<file path="src/rtl/reg_mem_wb_pipe.sv">
// MEM->WB boundary register: LANES write requests behind a head + skid register pair,
// so WB backpressure never reaches MEM through a combinational ready path.
module reg_mem_wb_pipe #(
  parameter int LANES         = 1,
  parameter int ADDR_W        = 5,
  parameter int DATA_W        = 32,
  parameter bit ZERO_SUPPRESS = 1'b1
) (
  input  logic                    clk,
  input  logic                    rst,
  input  logic                    flush,
  input  logic                    in_valid,
  output logic                    in_ready,
  input  logic [LANES-1:0]        in_we,
  input  logic [LANES*ADDR_W-1:0] in_waddr,
  input  logic [LANES*DATA_W-1:0] in_wdata,
  output logic                    out_valid,
  input  logic                    out_ready,
  output logic [LANES-1:0]        out_we,
  output logic [LANES*ADDR_W-1:0] out_waddr,
  output logic [LANES*DATA_W-1:0] out_wdata
);

  typedef enum logic [1:0] {EMPTY = 2'd0, ONE = 2'd1, FULL = 2'd2} occ_e;

  occ_e                    occ_q, occ_d;
  logic                    in_ready_q, in_ready_d;
  logic [LANES-1:0]        head_we_q, head_we_d, skid_we_q, skid_we_d;
  logic [LANES*ADDR_W-1:0] head_addr_q, head_addr_d, skid_addr_q, skid_addr_d;
  logic [LANES*DATA_W-1:0] head_data_q, head_data_d, skid_data_q, skid_data_d;
  logic [LANES-1:0]        cap_we;
  logic                    accept, pop;

  // Writes to x0 are dropped at capture so WB never has to look at the address.
  function automatic logic [LANES-1:0] capture_we(input logic [LANES-1:0]        we,
                                                  input logic [LANES*ADDR_W-1:0] addr);
    logic [LANES-1:0] res;
    for (int i = 0; i < LANES; i++) begin
      res[i] = we[i] & ~(ZERO_SUPPRESS && (addr[i*ADDR_W +: ADDR_W] == '0));
    end
    return res;
  endfunction

  assign cap_we = capture_we(in_we, in_waddr);
  assign accept = in_valid & in_ready_q;
  assign pop    = out_valid & out_ready;

  always_comb begin
    occ_d       = occ_q;
    head_we_d   = head_we_q;
    head_addr_d = head_addr_q;
    head_data_d = head_data_q;
    skid_we_d   = skid_we_q;
    skid_addr_d = skid_addr_q;
    skid_data_d = skid_data_q;
    if (flush) begin
      occ_d = EMPTY;
    end else begin
      unique case (occ_q)
        EMPTY: begin
          if (accept) begin
            occ_d       = ONE;
            head_we_d   = cap_we;
            head_addr_d = in_waddr;
            head_data_d = in_wdata;
          end
        end
        ONE: begin
          if (accept && pop) begin
            head_we_d   = cap_we;
            head_addr_d = in_waddr;
            head_data_d = in_wdata;
          end else if (accept) begin
            occ_d       = FULL;
            skid_we_d   = cap_we;
            skid_addr_d = in_waddr;
            skid_data_d = in_wdata;
          end else if (pop) begin
            occ_d = EMPTY;
          end
        end
        FULL: begin
          if (pop) begin
            occ_d       = ONE;
            head_we_d   = skid_we_q;
            head_addr_d = skid_addr_q;
            head_data_d = skid_data_q;
          end
        end
        default: occ_d = EMPTY;
      endcase
    end
    in_ready_d = (occ_d != FULL);
  end

  always_ff @(posedge clk or negedge rst) begin
    if (!rst) begin
      occ_q       <= EMPTY;
      in_ready_q  <= 1'b1;
      head_we_q   <= '0;
      head_addr_q <= '0;
      head_data_q <= '0;
      skid_we_q   <= '0;
      skid_addr_q <= '0;
      skid_data_q <= '0;
    end else begin
      occ_q       <= occ_d;
      in_ready_q  <= in_ready_d;
      head_we_q   <= head_we_d;
      head_addr_q <= head_addr_d;
      head_data_q <= head_data_d;
      skid_we_q   <= skid_we_d;
      skid_addr_q <= skid_addr_d;
      skid_data_q <= skid_data_d;
    end
  end

  assign in_ready  = in_ready_q;
  assign out_valid = (occ_q != EMPTY);
  assign out_we    = head_we_q & {LANES{out_valid}};
  assign out_waddr = head_addr_q;
  assign out_wdata = head_data_q;

endmodule

</file>
<file path="config.mk">
export PLATFORM = sky130hd
export DESIGN_NAME = reg_mem_wb_pipe
export DESIGN_NICKNAME = d
export VERILOG_FILES = /design/src/rtl/reg_mem_wb_pipe.sv
export SDC_FILE = /design/constraint.sdc
export NUM_CORES = 1
export LEC_CHECK = 0
export CELL_PAD_IN_SITES_DETAIL_PLACEMENT = 1
export CELL_PAD_IN_SITES_GLOBAL_PLACEMENT = 1
export CORE_AREA = 2 2 101 103
export CTS_CLUSTER_DIAMETER = 60
export DETAILED_ROUTE_END_ITERATION = 6
export DIE_AREA = 0 0 103 105
export PLACE_DENSITY_LB_ADDON = 0.1
export SYNTH_ARGS = -nofsm -noshare
export SYNTH_HDL_FRONTEND = slang
export SYNTH_SLANG_ARGS = --single-unit
</file>
<file path="constraint.sdc">
create_clock -name clk -period 1.45 [get_ports clk]
set_input_delay 0.29 -clock clk [delete_from_list [all_inputs] [get_ports clk]]
set_output_delay 0.29 -clock clk [all_outputs]
set_load 0.02 [all_outputs]
</file>
==> results_dict.tcl <==
set metrics [dict create \
    outcome "finished with violations" \
    violations "setup timing" \
    cts.sink_count 79 \
    drt-vias-per-instance 4.75 \
    power_switching_mw 1.98 \
    syn_area_um2 3350 \
    synth-edff-count 0 \
    numCtsBuffers 9 \
    start_util_pct 34.7 \
    seq_area_frac_synth_pct 59.1 \
    power.leakage_nw 2.10 \
    chipHeight_um 105 \
    critPathLaunchType "flop" \
    wl_met2_um 4440 \
    power_frac_clock_pct 25.7 \
    power_density_nw_per_um2 1260 \
    rows 36 \
    syn_avg_cell_area_um2 12.6 \
    top_layer "met4" \
    antenna_found_initial 0 \
    cts_root_buf "clkbuf_8" \
    crit_type "reg -> reg" \
    grt_pass1_vias 2653 \
    first_pass_iters 4 \
    drtAntennaViolNets 0 \
    totalNegativeSetupSlack_ps -9540 \
    min_period_over_period_pct 116 \
    arrival_ps 1950 \
    die_w_um 103 \
    p_sw_share_pct 30.4 \
    post-route-util_pct 53.6 \
    drv_slew 0 \
    die-area_um2 10800 \
    dp_hpwl_um 5330 \
    power.internal_mw 4.53 \
    hold_viol_final 0 \
    clk_pin_slew_ps 90 \
    drc 0 \
    r2r-start "occ_q[0]$_DFF_PN0_" \
    drive_above_1_share_pct 39.1 \
    place.gp.congestion 0.710 \
    fin_nets 422 \
    io_buffers 82 \
    clk_latency_ps 350 \
    core_um2 9640 \
    drt_iter0_drc 32 \
    yosysMostFrequentCell "dfrtp_1" \
    grt_pass1_wl_um 13900 \
    reg2reg_to "out_waddr[3]$_DFFE_PN0P_" \
    pin_count 83 \
    comb_power_share_pct 27.2 \
    yosys-top-cells-count "78 x dfrtp_1, 39 x nor2_1, 37 x a21oi_1, 37 x mux2_2, 37 x mux2i_1" \
    relSlewSlack_pct 79.3 \
    path_max_fanout 6 \
    rsz0062_at_grt "true" \
    synth_cell_types 23 \
    cp.required_ps 1730 \
    fin_skew_ps 11.5 \
    rrSetupSlack_ps -230 \
    hp-class "in -> async" \
    syn_inst 266 \
    cts_tree "done" \
    post-place-ws_ps -509 \
    yosysTopAreaCellShare_pct 58.3 \
    fin_ws_ps -226 \
    reg2reg_depth 8 \
    power.total_mw 6.51 \
    grt.overflow.total 0 \
    drv_cap 0 \
    synthTopCellsByArea "dfrtp_1 58%, mux2_2 12%, mux2i_1 11%, a21oi_1 5.5%, nor2_1 4.4%" \
    final-setup-viol-count 77 \
    htreeDepth 3 \
    synth-main-ff-cell "dfrtp_1" \
    endpoint_kind "flop" \
    wl_per_cell_um 17.1 \
    area_delta_synth_final_pct 54.2 \
    via_count 2457 \
    max_freq_mhz 597 \
    wl_met1_um 3960 \
    ys_ff_latch 79 \
    fin_crit_ps 1680 \
    seqPwrFrac_pct 47.1 \
    synthArstFlopShare_pct 100 \
    grt.total_usage_pct 16.8 \
    ir_worst_vdd_mv 0.565 \
    wirelength_um 8860 \
    post-synth-top-area-cell "dfrtp_1" \
    wl_met3_um 358 \
    clock_path_buffers 2 \
    antenna_cells 0 \
    ys_warn_count 0 \
    grt_max_degree 40 \
    worstMarginPinSlew_ps 310 \
    syn_nets 309 \
]
kinds of logic after synthesis:
logic type      after synthesis  synth area share, %
flops                        79                 59.1
mux                          74                 23.5
simple gates                 51                 6.65
compound gates               43                 7.36
buf+inv                      18                 3.18
xor+xnor                      1                0.262
routing by layer:
| metal | vias up | GRT usage [%] |
|---|---|---|
| met2 | 51 | 26.5 |
| met3 | 9 | 3.75 |
| met1 | 1252 | 22.8 |
| met5 | - | 0 |
| met4 | 0 | 5.36 |
| li1 | 1145 | - |
worst max-delay path, stage by stage, from the launching register on:
cell and delay [ps]:
dfrtp_1 410, buf_6 140, nor2b_4 130, o41ai_4 300
buf_6 180, buf_12 140, clkbuf_16 150, nor2_1 40
a21oi_1 110
power groups by stage:
stage               combinational [mW]  sequential, mW  clock (mW)
finish                            1.77            3.07        1.67
global route                      1.92            3.14        1.83
CTS                               1.62            3.02        1.70
detailed placement                1.66            3.07           0
global placement                  1.61            3.04           0
floorplan                        0.628            3.26           0
what timing repair did:
| item | 4_1_cts | 5_1_grt |
|---|---|---|
| setup buffers | 4 | 2 |
| hold buffers | 1 | 0 |
| gates resized for setup | 70 | 72 |
| pin swaps | 0 | 1 |
| endpoints found under the hold margin | 16 | 0 |
| setup endpoints to repair | 117 | 78 |
| gates cloned | 4 | 3 |
worst max-delay path by stage:
stage,start,endpoint,slack (ps),depth (start not counted)
floorplan,in_ready$_DFF_PN1_,out_waddr[0]$_DFFE_PN0P_,-90,6
global placement,in_waddr[1],head_we_q$_DFFE_PN0P_,-480,6
detailed placement,flush,out_wdata[11]$_DFFE_PN0P_,-510,5
CTS,occ_q[0]$_DFF_PN0_,out_we,-240,3
global route,occ_q[0]$_DFF_PN0_,out_waddr[1]$_DFFE_PN0P_,-280,8
finish,occ_q[0]$_DFF_PN0_,out_waddr[3]$_DFFE_PN0P_,-230,8
layout make-up:
class,count,area (µm²)
timing repair buffer,119,1330
fill,1007,4470
sequential,79,1980
inverter,1,3.75
clock inverter,5,57.6
clock buffer,11,141
tap,133,166
multi-input combinational,169,1490
flip-flops by register name, summed over array words and instances, names as in the netlist:
register,flops
out_waddr,5
head_we_q,1
skid_addr_q,5
occ_q,2
skid_data_q,32
out_wdata,32
skid_we_q,1
in_ready,1
per-stage QoR:
stage          instances  instance area [µm²]  hold WS [ps]
2_1_floorplan        266                 3410         -5.59
3_3_place_gp         488                 4530           206
3_5_place_dp         488                 4530           207
4_1_cts              513                 4870           365
5_1_grt              517                 5170           382
6_report             517                 5170           368
cells in the final DEF, fill, tap and decap left out, drive strengths merged:
master         Yosys  final
mux2i             37     37
dfrtp             78     78
bufinv             0      1
nor2              39     39
dlygate4sd2        0     35
clkbuf             1     14
and2               2      2
o21a               1      1
a2bb2oi            1      1
nand2              4      4
or2                1      1
nor2b              2      2
clkdlybuf4s50      0     40
o211ai             1      1
nand4bb            2      2
dlygate4sd3        0      1
buf               16     37
clkinvlp           0      3
clkinv             0      1
mux2              37     37
o21ai              2      2
xor2               1      1
o41ai              1      1
dfstp              1      1
clkdlybuf4s15      0      3
inv                1      1
a21oi             37     37
or4                1      1
Power figures use the tool's default switching activity.
